==> src/rtl/sysid_check_ctrl_if.sv <==
// Avalon-MM read channel between the system-ID checker (master) and the sysid slave.
interface sysid_check_ctrl_if;
  logic        avm_address;
  logic        avm_read;
  logic [31:0] avm_readdata;
  logic        avm_waitrequest;

  modport master (output avm_address, avm_read, input avm_readdata, avm_waitrequest);
  modport slave  (input avm_address, avm_read, output avm_readdata, avm_waitrequest);
endinterface

==> src/rtl/sysid_check_ctrl.sv <==
// Boot-time system-ID checker: reads ID and timestamp words, compares against
// build-time values, retries on mismatch and reports pass/fail/timeout.
module sysid_check_ctrl #(
  parameter logic [31:0] EXPECTED_ID  = 32'h0000_0000,
  parameter logic [31:0] EXPECTED_TS  = 32'h6225_A104,
  parameter int          READ_LATENCY = 0,
  parameter int          TIMEOUT      = 255,
  parameter int          MAX_RETRY    = 2,
  parameter bit          AUTO_START   = 1'b1
) (
  input  logic               clock,
  input  logic               reset_n,
  input  logic               start,
  sysid_check_ctrl_if.master avm,
  output logic               busy,
  output logic               done,
  output logic               pass,
  output logic               err_id,
  output logic               err_ts,
  output logic               err_timeout,
  output logic [31:0]        id_value,
  output logic [31:0]        ts_value
);
  typedef enum logic [2:0] {IDLE, RD_ID, LAT_ID, RD_TS, LAT_TS, CHECK, DONE} state_t;

  localparam bit          LAT0      = (READ_LATENCY == 0);
  localparam logic [1:0]  LAT_INIT  = 2'(READ_LATENCY > 0 ? READ_LATENCY - 1 : 0);
  localparam logic [15:0] TMO_LAST  = 16'(TIMEOUT - 1);
  localparam logic [3:0]  RETRY_MAX = 4'(MAX_RETRY);

  state_t      state;
  logic [3:0]  retry_cnt;
  logic [15:0] tmo_cnt;
  logic [1:0]  lat_cnt;
  logic        auto_arm;
  logic        id_ok, ts_ok;

  assign id_ok = (id_value == EXPECTED_ID);
  assign ts_ok = (ts_value == EXPECTED_TS);

  always_ff @(posedge clock or negedge reset_n) begin
    if (!reset_n) begin
      state           <= IDLE;
      retry_cnt       <= '0;
      tmo_cnt         <= '0;
      lat_cnt         <= '0;
      auto_arm        <= AUTO_START;
      avm.avm_read    <= 1'b0;
      avm.avm_address <= 1'b0;
      busy            <= 1'b0;
      done            <= 1'b0;
      pass            <= 1'b0;
      err_id          <= 1'b0;
      err_ts          <= 1'b0;
      err_timeout     <= 1'b0;
      id_value        <= '0;
      ts_value        <= '0;
    end else begin
      done <= 1'b0;
      case (state)
        IDLE: if (start || auto_arm) begin
          state           <= RD_ID;
          avm.avm_read    <= 1'b1;
          avm.avm_address <= 1'b0;
          busy            <= 1'b1;
          pass            <= 1'b0;
          err_id          <= 1'b0;
          err_ts          <= 1'b0;
          err_timeout     <= 1'b0;
          retry_cnt       <= '0;
          tmo_cnt         <= '0;
          auto_arm        <= 1'b0;
        end
        RD_ID, RD_TS: begin
          if (avm.avm_waitrequest) begin
            tmo_cnt <= tmo_cnt + 16'd1;
            // A stuck slave is a hard failure; retrying would only stall boot longer.
            if (tmo_cnt == TMO_LAST) begin
              avm.avm_read <= 1'b0;
              err_timeout  <= 1'b1;
              pass         <= 1'b0;
              busy         <= 1'b0;
              done         <= 1'b1;
              state        <= DONE;
            end
          end else begin
            tmo_cnt <= '0;
            if (LAT0) begin
              if (state == RD_ID) begin
                id_value        <= avm.avm_readdata;
                avm.avm_address <= 1'b1;
                state           <= RD_TS;
              end else begin
                ts_value     <= avm.avm_readdata;
                avm.avm_read <= 1'b0;
                state        <= CHECK;
              end
            end else begin
              avm.avm_read <= 1'b0;
              lat_cnt      <= LAT_INIT;
              state        <= (state == RD_ID) ? LAT_ID : LAT_TS;
            end
          end
        end
        LAT_ID, LAT_TS: begin
          if (lat_cnt == 2'd0) begin
            if (state == LAT_ID) begin
              id_value        <= avm.avm_readdata;
              avm.avm_read    <= 1'b1;
              avm.avm_address <= 1'b1;
              state           <= RD_TS;
            end else begin
              ts_value <= avm.avm_readdata;
              state    <= CHECK;
            end
          end else begin
            lat_cnt <= lat_cnt - 2'd1;
          end
        end
        CHECK: begin
          err_id <= !id_ok;
          err_ts <= !ts_ok;
          if (id_ok && ts_ok) begin
            pass  <= 1'b1;
            busy  <= 1'b0;
            done  <= 1'b1;
            state <= DONE;
          end else if (retry_cnt < RETRY_MAX) begin
            retry_cnt       <= retry_cnt + 4'd1;
            avm.avm_read    <= 1'b1;
            avm.avm_address <= 1'b0;
            state           <= RD_ID;
          end else begin
            pass  <= 1'b0;
            busy  <= 1'b0;
            done  <= 1'b1;
            state <= DONE;
          end
        end
        DONE:    state <= IDLE;
        default: state <= IDLE;
      endcase
    end
  end
endmodule

==> src/flat_wrapper.sv <==
// flat-port wrapper written by rule: the top's interface ports become plain ports
module sysid_check_ctrl_flat 
#(
  parameter logic [31:0] EXPECTED_ID  = 32'h0000_0000,
  parameter logic [31:0] EXPECTED_TS  = 32'h6225_A104,
  parameter int          READ_LATENCY = 0,
  parameter int          TIMEOUT      = 255,
  parameter int          MAX_RETRY    = 2,
  parameter bit          AUTO_START   = 1'b1
)
  (clock, reset_n, start, busy, done, pass, err_id, err_ts, err_timeout, id_value, ts_value, avm_avm_address, avm_avm_read, avm_avm_readdata, avm_avm_waitrequest);
  sysid_check_ctrl_if avm_i ();
  input  logic clock;
  input  logic reset_n;
  input  logic start;
  output logic busy;
  output logic done;
  output logic pass;
  output logic err_id;
  output logic err_ts;
  output logic err_timeout;
  output logic [31:0] id_value;
  output logic [31:0] ts_value;
  output wire logic [$bits(avm_i.avm_address)-1:0] avm_avm_address;
  output wire logic [$bits(avm_i.avm_read)-1:0] avm_avm_read;
  input wire logic [$bits(avm_i.avm_readdata)-1:0] avm_avm_readdata;
  input wire logic [$bits(avm_i.avm_waitrequest)-1:0] avm_avm_waitrequest;
  assign avm_avm_address = avm_i.avm_address;
  assign avm_avm_read = avm_i.avm_read;
  assign avm_i.avm_readdata = avm_avm_readdata;
  assign avm_i.avm_waitrequest = avm_avm_waitrequest;
  sysid_check_ctrl #(.EXPECTED_ID(EXPECTED_ID), .EXPECTED_TS(EXPECTED_TS), .READ_LATENCY(READ_LATENCY), .TIMEOUT(TIMEOUT), .MAX_RETRY(MAX_RETRY), .AUTO_START(AUTO_START)) u_core (.clock(clock), .reset_n(reset_n), .start(start), .avm(avm_i), .busy(busy), .done(done), .pass(pass), .err_id(err_id), .err_ts(err_ts), .err_timeout(err_timeout), .id_value(id_value), .ts_value(ts_value));
endmodule
==> config.mk <==
export PLATFORM = sky130hd
export DESIGN_NAME = sysid_check_ctrl_flat
export DESIGN_NICKNAME = d
export VERILOG_FILES = /design/src/rtl/sysid_check_ctrl_if.sv /design/src/rtl/sysid_check_ctrl.sv /design/src/flat_wrapper.sv
export SDC_FILE = /design/constraint.sdc
export NUM_CORES = 1
export LEC_CHECK = 0
export CAP_MARGIN = 15
export CORE_MARGIN = 10
export CORE_UTILIZATION = 45
export CTS_CLUSTER_DIAMETER = 80
export DETAILED_ROUTE_END_ITERATION = 10
export PLACE_DENSITY_LB_ADDON = 0.25
export SKIP_CTS_REPAIR_TIMING = 1
export SYNTH_ARGS = -nofsm -noshare
export SYNTH_HDL_FRONTEND = slang
export SYNTH_SLANG_ARGS = --single-unit
==> constraint.sdc <==
create_clock -name clock -period 1.83 [get_ports clock]
set_input_delay 0.549 -clock clock [delete_from_list [all_inputs] [get_ports clock]]
set_output_delay 0.549 -clock clock [all_outputs]
set_load 0.05 [all_outputs]
Word-level counts from Yosys, hierarchy flattened --
Index checks and enable logic that the tools add are counted.
Storage, ports and cells: flip-flop bits (word level) 98, latch bits 0, RAM bits 0, memory bits (read-only) 0, input bits 36, output and inout bits 72, logic and storage cells 124, memories kept 0
Cells by class: $add $sub $neg 3, multiply operators 0, divide/modulo/power cells 0, $lt $le $gt $ge 1, eq/ne operators 21, shift-type cells 0, muxes and demuxes 57, bitwise gates (word level) 1, reductions and logical operators 26
Operator list (count):
- 32-bit two-way mux | 8
- 32-bit case mux with 2 select lines | 2
- 32-bit by 31-bit == test with 1-bit output, second input constant | 1
- 32-bit logical NOT | 1
- 16-bit two-way mux | 2
- 16-bit case mux with 2 select lines | 1
- 3-bit two-way mux | 8
- 1-bit two-way mux | 23
- 16-bit by 1-bit adder with 16-bit output, second input constant | 1
- 16-bit by 8-bit == test with 1-bit output, second input constant | 1
- 8-bit AND reduction | 2
- 5-bit AND reduction | 3
- 4-bit two-way mux | 3
- 2-bit by 1-bit != test with 1-bit output, second input constant | 6
- 3-bit case mux with 4 select lines | 1
- 2-bit != test, second input constant | 5
- 1-bit case mux with 2 select lines | 4
- 1-bit case mux with 4 select lines | 2
- 4-bit case mux with 2 select lines | 1
- 2-bit AND reduction | 4
- 4-bit AND reduction | 2
- 3-bit by 2-bit == test with 1-bit output, second input constant | 2
- 3-bit == test, second input constant | 2
- 3-bit by 2-bit != test with 1-bit output, second input constant | 2
- 17 further kinds | 22

Depth between registers and ports, before layout --
Gate-level depths: netlist of the first run.
word-level depth 4, mapped depth 7, mapped depth without buffers 7

Least setup slack after synthesis of the first run --
No wires, ideal clock.
path kind register to register, start point reg u_core.ts_value[15], end point reg u_core.avm.avm_read, setup time 0.122 ns, arrival 1.964 ns, data required time 1.708 ns, setup slack -0.255 ns, cell stages (with the launch flop) 6, path buffers 0, period minus slack after synthesis 2.085 ns, cell sequence dfrtp_1 > nor4bb_1 > nand4_1 > nor4_4 > a21oi_1 > a32o_1
On the way: cells in the longest elaborated chain, start to end 4
RTL lines:
- start: declaration | RTL line sysid_check_ctrl.sv:22 | output logic [31:0] ts_value
- start signal: assignment | RTL line sysid_check_ctrl.sv:94 | ts_value <= avm.avm_readdata;
- start signal: assignment | RTL line sysid_check_ctrl.sv:113 | ts_value <= avm.avm_readdata;
- 32-bit by 31-bit == test with 1-bit output | RTL line sysid_check_ctrl.sv:39 | assign ts_ok = (ts_value == EXPECTED_TS);
- 1-bit logical AND | RTL line sysid_check_ctrl.sv:123 | if (id_ok && ts_ok) begin
- 2-bit != test (no source line)
- 8-bit AND reduction (no source line)
- end signal: assignment | RTL line sysid_check_ctrl.sv:48 | avm.avm_read <= 1'b0;
- end signal: assignment | RTL line sysid_check_ctrl.sv:63 | avm.avm_read <= 1'b1;
- end signal: assignment | RTL line sysid_check_ctrl.sv:130 | avm.avm_read <= 1'b1;
- end: declaration | RTL line sysid_check_ctrl_if.sv:8 | modport master (output avm_address, avm_read, input avm_readdata, avm_waitrequest);
No other way between the ends. A chain may end at the register's enable or synchronous reset.

Final worst setup path of the first run --
start point reg u_core.id_value[9], end point reg u_core.avm.avm_read
On the way: cells in the longest elaborated chain, start to end 4
RTL lines:
- start: declaration | RTL line sysid_check_ctrl.sv:21 | output logic [31:0] id_value,
- start signal: assignment | RTL line sysid_check_ctrl.sv:90 | id_value <= avm.avm_readdata;
- start signal: assignment | RTL line sysid_check_ctrl.sv:108 | id_value <= avm.avm_readdata;
- 32-bit logical NOT | RTL line sysid_check_ctrl.sv:38 | assign id_ok = (id_value == EXPECTED_ID);
- 1-bit logical AND | RTL line sysid_check_ctrl.sv:123
- 2-bit != test (no source line)
- 8-bit AND reduction (no source line)
No other way between the ends.

==> results of run 1 <==
[cells by family after synthesis]
| kind of cell | count (synthesis) | share of synthesized area (%) |
|---|---|---|
| buf+inv | 23 | 2.38 |
| simple gates | 99 | 14.0 |
| fa+ha+maj | 4 | 1.15 |
| mux | 66 | 17.0 |
| xor+xnor | 7 | 1.40 |
| compound gates | 56 | 7.85 |
| flops | 98 | 56.2 |
[per-stage QoR]
step	hold slack, ns	setup TNS [ns]	total power [mW]
2_1_floorplan	0.253	-0.333	8.58
3_3_place_gp	0.424	-22.36	13.2
3_5_place_dp	0.428	-23.49	13.4
4_1_cts	0.0340	-2.63	14.8
5_1_grt	0.0381	-2.81	15.8
6_report	0.0383	-1.65	15.1
[power groups by stage]
stage | logic (mW) | registers [mW] | clock network [mW]
2_1_floorplan | 2.03 | 6.56 | 0
3_3_place_gp | 9.41 | 3.80 | 0
3_5_place_dp | 9.58 | 3.85 | 0
4_1_cts | 9.61 | 3.82 | 1.32
5_1_grt | 10.3 | 4.02 | 1.42
6_report | 9.92 | 3.91 | 1.30
[path summary, 6_finish.rpt]
| check | from | cells past startpoint | slack, ns | endpoint |
|---|---|---|---|---|
| max in group asynchronous | reset_n | 2 | 1.23 | u_core.ts_value[14] |
| hold reg to reg | u_core.retry_cnt[2] | 1 | 0.50 | u_core.retry_cnt[2] |
| hold / removal | reset_n | 1 | 0.04 | u_core.tmo_cnt[1] |
| setup reg to reg | u_core.id_value[9] | 8 | -0.20 | u_core.avm.avm_read |
| setup / recovery | u_core.id_value[9] | 8 | -0.20 | u_core.avm.avm_read |
| min in group clock | u_core.retry_cnt[2] | 1 | 0.50 | u_core.retry_cnt[2] |
[cell usage after synthesis (2+ instances only)]
cell      number  share of area, %
nand2_1       16               1.4
and2_1         2              0.29
xnor2_1        7               1.4
nor4b_1        2              0.40
or3_1          2              0.29
nand4_1        7               1.0
nand2b_1       2              0.29
ha_1           4               1.1
nor2b_1        5              0.72
nor3_1         8              0.92
nor2_1        18               1.5
o211ai_1       3              0.52
a31oi_1        3              0.43
inv_1         10              0.86
nor4_1         9               1.3
o21ai_0       27               3.1
o21a_1         3              0.52
clkbuf_1       4              0.34
nand3_1        8              0.92
and4_1         3              0.60
nor4b_2        4               1.4
buf_2          8              0.92
mux2_2        65                17
a21oi_1        6              0.69
o21ai_1        3              0.34
nor4bb_1       3              0.69
dfrtp_1       97                56
nor3b_1        2              0.34
[critical path: cells and delay by family, from the launching register on]
family | cells | cell delay (ns)
buffers and inverters | 3 | 0.54
flip-flops | 1 | 0.43
AND/OR/NAND/NOR | 3 | 0.68
AO/OA/AOI/OAI | 2 | 0.28
[cell usage in the layout, fill, tap and decap left out, types with 5 or more instances in the layout]
master,count
buf_4,107
mux2_2,64
dfrtp_1,60
buf_12,50
dfrtp_2,37
clkdlybuf4s50_1,33
o21ai_0,24
nor2_1,17
nand2_1,16
clkbuf_8,9
inv_1,8
nor3_1,8
nand3_1,8
nand4_1,7
xnor2_1,7
nor4_1,6
o21ai_1,5
a21oi_1,5
buf_6,5
[sequential cells by signal, indices dropped and copies added (netlist names), 2 cells and up]
| name | count |
|---|---|
| u_core.id_value | 32 |
| u_core.ts_value | 32 |
| u_core.tmo_cnt | 16 |
| u_core.retry_cnt | 4 |
| u_core.state | 3 |
| u_core.lat_cnt | 2 |
[per-layer routing]
metal | part of all wire [%] | global-route usage (%)
met3 | 5.7 | 5.14
met5 | 0 | 0
met1 | 41 | 21.1
met2 | 52 | 30.1
met4 | 1.9 | 5.73
[cell type report]
type | count | area, um2
clock buffers | 10 | 128
clock inverters | 6 | 50.0
fillers | 592 | 2280
inverters | 10 | 37.5
multi-input cells | 232 | 1910
flip-flops and latches | 98 | 2500
well taps | 129 | 161
repair buffers | 198 | 2250
==> summary.md, run 1 <==
| Metric | Value |
|---|---|
| Max-slew headroom | 72.9% |
| Wire per inst | 19.1 um |
| Comb pwr share | 65.5% |
| Worst Tran Pin Value | 0.402 ns |
| Pin count of the biggest net entering global routing | 36 |
| Setup Viol. Count Final | 11 |
| First-pass GRT wire length | 20.4 mm |
| Synth Cell Area | 4370 um2 |
| Avg Cell Area, Syn | 12.4 um2 |
| Net Switching | 6.70 mW |
| Grt total ovfl | 0 |
| Netlist cell types | 50 |
| Critical path fanouts, max | 8 |
| DP Wirelength | 9.46 mm |
| Crit path kind | flop to flop |
| #FFs+latches synth | 98 |
| Dpl cells | 659 |
| Drc violations | 0 |
| Initial antenna violation count | 0 |
| Detailed Routing Iterations Pass 1 | 4 |
| Sequential fraction of design power | 25.9% |
| Worst Setup Start Kind | flop |
| Total die area | 14,000 um2 |
| Port buffer count | 107 |
| Main synth FF type | dfrtp_1 |
| Initial Util | 46.8% |
| Fin crit period | 2.03 ns |
| Sw frac | 44.3% |
| Crit. End Element | flop |
| Fmax achieved | 0.492 GHz |
| Root Driver | clkbuf_8 |
| Clk sinks | 98 |
| Synth Instances | 353 |
| Post-route cell area | 7040 um2 |
| H-tree level count | 3 |
| Post-Place Setup Slack | -0.374 ns |
| GPL Wtd Cong | 0.862 |
| Unrepaired setup endpoints after global routing | yes |
| Synth async-reset ratio | 100% |
| Tcrit/Tclk final | 111% |
| CTS max path bufs | 2 |
| Critical-path cell list | nor4_4 > buf_4 > nand4_1 > buf_4 > nor4_4 > buf_6 > a21oi_2 > a32o_1 |
| Vias | 3,620 |
| TritonCTS clock tree | done |
| Area growth syn-to-layout | 61.3% |
| CP Data Required Time | 2.08 ns |
| Initial DRC count | 217 |
| DRT antenna net count | 0 |
| Clock power frac | 8.6% |
| Total CTS buffers | 9 |
| Drt total wl | 13.0 mm |
| Cell row count | 35 |
| Pwr dens | 2150 nW/um2 |
| Clk slew on worst S/H paths | 0.10 ns |
| Slowest library cell on the worst path | dfrtp_1 |
| DR vias/cell | 5.30 |
| Internal Power | 8.44 mW |
| Number of max-cap violations | 0 |
| Nets@finish | 589 |
| Die Wd | 119 um |
| Max incr delay on CP | 0.43 ns |
| Sequential cell area fraction in the yosys report | 56.2% |
| Vias in the first global route | 3,798 |
| Core area | 9330 um2 |
| Worst-skew pair later-pin latency | 0.36 ns |
| IO Count | 108 |
| Final Util | 75.5% |
| Failing checks | negative setup slack |
| Placed Area | 6650 um2 |
| Clock skew | 0.0165 ns |
| Post-Layout Cell Count | 683 |
| Leak | 3.07 nW |
| Outcome | finished with violations |
| Share of layout cells above drive strength 1 | 55.4% |
| Max-slew violation count | 0 |
| Die H | 119 um |
| Synth Net Count | 393 |
| Post-synth EDFFs | 0 |
| Crit path DAT | 2.28 ns |
| # diodes | 0 |
| Hold Vio Cnt, Final | 0 |
| Post-route setup slack | -0.203 ns |
| YS warnings | 0 |
| Maximum VDD drop | 1770 uV |
| Worst hold-check path type | input port to asynchronous set/reset pin |
| Total track usage | 17.7% |
Note: power is estimated with default switching activity, not from simulation.
==> inputs of run 2 (changes only) <==
clock period = 2.4 ns   (was 1.83 ns; I/O delays follow)
==> run 2 against run 1 <==
  * Cell count fell by 11%
  * Critical path type is now flop to primary output
  * Sequential cell count did not move
  * The run now ends clean
  * Power fell by 38%
==> summary.md, run 2 (synthesized netlist as in run 1, its figures left out) <==
| Metric | Value |
|---|---|
| Outcome | finished clean |
| Drt total wl | 11.1 mm |
| Biggest regs | u_core.id_value x32, u_core.ts_value x32, u_core.tmo_cnt x16 |
| Drc violations | 0 |
| Top delay family on crit path | buffers and inverters |
| Final Power | 9.45 mW |
| Crit path DAT | 1.62 ns |
| # diodes | 0 |
| Hold Vio Cnt, Final | 0 |
| Detailed Routing Iterations Pass 1 | 4 |
| Vias in the first global route | 3,550 |
| Total die area | 14,000 um2 |
| R2R Setup Slk | 0.36 ns |
| Leading cell types in the layout, fill and taps excluded | clkdlybuf4s50_1, dfrtp_1, mux2_2 |
| Number of max-cap violations | 0 |
| Leak | 2.44 nW |
| Crit path kind | flop to primary output |
| Wire per inst | 18.3 um |
| Clk slew on worst S/H paths | 0.10 ns |
| Unrepaired setup endpoints after global routing | no |
| Crit. End Element | primary output |
| Vias | 3,228 |
| CP Data Required Time | 1.68 ns |
| Area growth syn-to-layout | 35.5% |
| H-tree level count | 3 |
| Reg2reg end | u_core.state[0] |
| Pin count of the biggest net entering global routing | 42 |
| Slowest library cell on the worst path | clkdlybuf4s50_1 |
| First-pass GRT wire length | 18.5 mm |
| Max incr delay on CP | 0.84 ns |
| Clk sinks | 98 |
| Fillers | 760 |
| Clock skew | 0.0112 ns |
| Total CTS buffers | 9 |
| IO Count | 108 |
| DR vias/cell | 5.31 |
| Total track usage | 16.0% |
| Core area | 9330 um2 |
| R2R Path Start | u_core.id_value[20] |
| Setup Viol. Count Final | 0 |
| Fmax achieved | 0.428 GHz |
| Initial Util | 46.8% |
| GPL Wtd Cong | 0.814 |
| TritonCTS clock tree | done |
| Worst Setup Start Kind | flop |
| Max-slew violation count | 0 |
| Worst Setup SP | u_core.ts_value[12] |
| Nets@finish | 514 |
| DP Wirelength | 8.35 mm |
| Post-route cell area | 5920 um2 |
| Max-slew headroom | 62.4% |
| Port buffer count | 107 |
| Critical path fanouts, max | 3 |
| Share of layout cells above drive strength 1 | 23.6% |
| Most common cell after layout, fill and taps aside | clkdlybuf4s50_1 |
| Cell row count | 35 |
| Die Wd | 119 um |
| Tcrit/Tclk final | 97.4% |
| Fin crit period | 2.34 ns |
| Initial antenna violation count | 0 |
| DRT antenna net count | 0 |
| Initial DRC count | 185 |
| Buf/Inv on CP | 1 |
| Worst-skew pair later-pin latency | 0.36 ns |
| Worst Tran Pin Value | 0.563 ns |
| Maximum VDD drop | 1060 uV |
| Final Util | 63.4% |
| Die H | 119 um |
| Critical-path cell list | clkdlybuf4s50_1 |
| Worst hold-check path type | input port to asynchronous set/reset pin |
| Placed Area | 5720 um2 |
| Pwr dens | 1600 nW/um2 |
| FF-to-FF path depth | 6 |
| Grt total ovfl | 0 |
| CTS max path bufs | 2 |
| Root Driver | clkbuf_8 |
==> run 2: cell types whose count changed in the layout (fill, tap and decap cells not counted), sizes merged <==
cell,delta
clkdlybuf4s50,+71
clkinvlp,-1
dlymetal6s2s,+1
inv,+1
buf,-145
clkinv,-1
clkbuf,-1
==> run 2: worst max-delay path by stage <==
stage	to	slack, ns	cells after the start
after floorplan	u_core.avm.avm_read	0.31	5
after global placement	u_core.id_value[10]	0.02	6
after detailed placement	u_core.id_value[16]	-0.02	6
after CTS	ts_value[12]	0.02	1
after global routing	ts_value[12]	0.002	1
final	ts_value[12]	0.06	1
==> run 2: power by group <==
group | total (mW) | internal (mW) | switching, mW
logic | 5.44 | 2.15 | 3.29
registers | 2.96 | 2.33 | 0.633
clock network | 1.05 | 0.451 | 0.600
==> run 2: area by class of cell <==
type,count,area (um2),area share (%)
flip-flops and latches,98,2450,41.5
well taps,129,161,2.73
inverters,10,37.5,0.634
clock buffers,11,151,2.56
repair buffers,123,1240,21.0
multi-input cells,232,1820,30.8
clock inverters,5,45.0,0.761
==> run 2: routing by layer <==
metal	vias up	GRT usage [%]	wire length (um)
li1	1532	-	-
met1	1586	18.6	4560
met2	103	25.6	5230
met3	7	8.85	1220
met4	0	2.98	79
met5	-	0	0
==> run 2: metrics by stage <==
step	TNS (ns)	worst slack [ns]	hold WS [ns]	std cells
final	0	0.0636	0.339	608
after CTS	0	0.0246	0.348	608
after floorplan	0	0.315	0.424	353
after global routing	0	0.00216	0.363	608
after detailed placement	-0.181	-0.0167	0.464	592
after global placement	0	0.0168	0.463	592
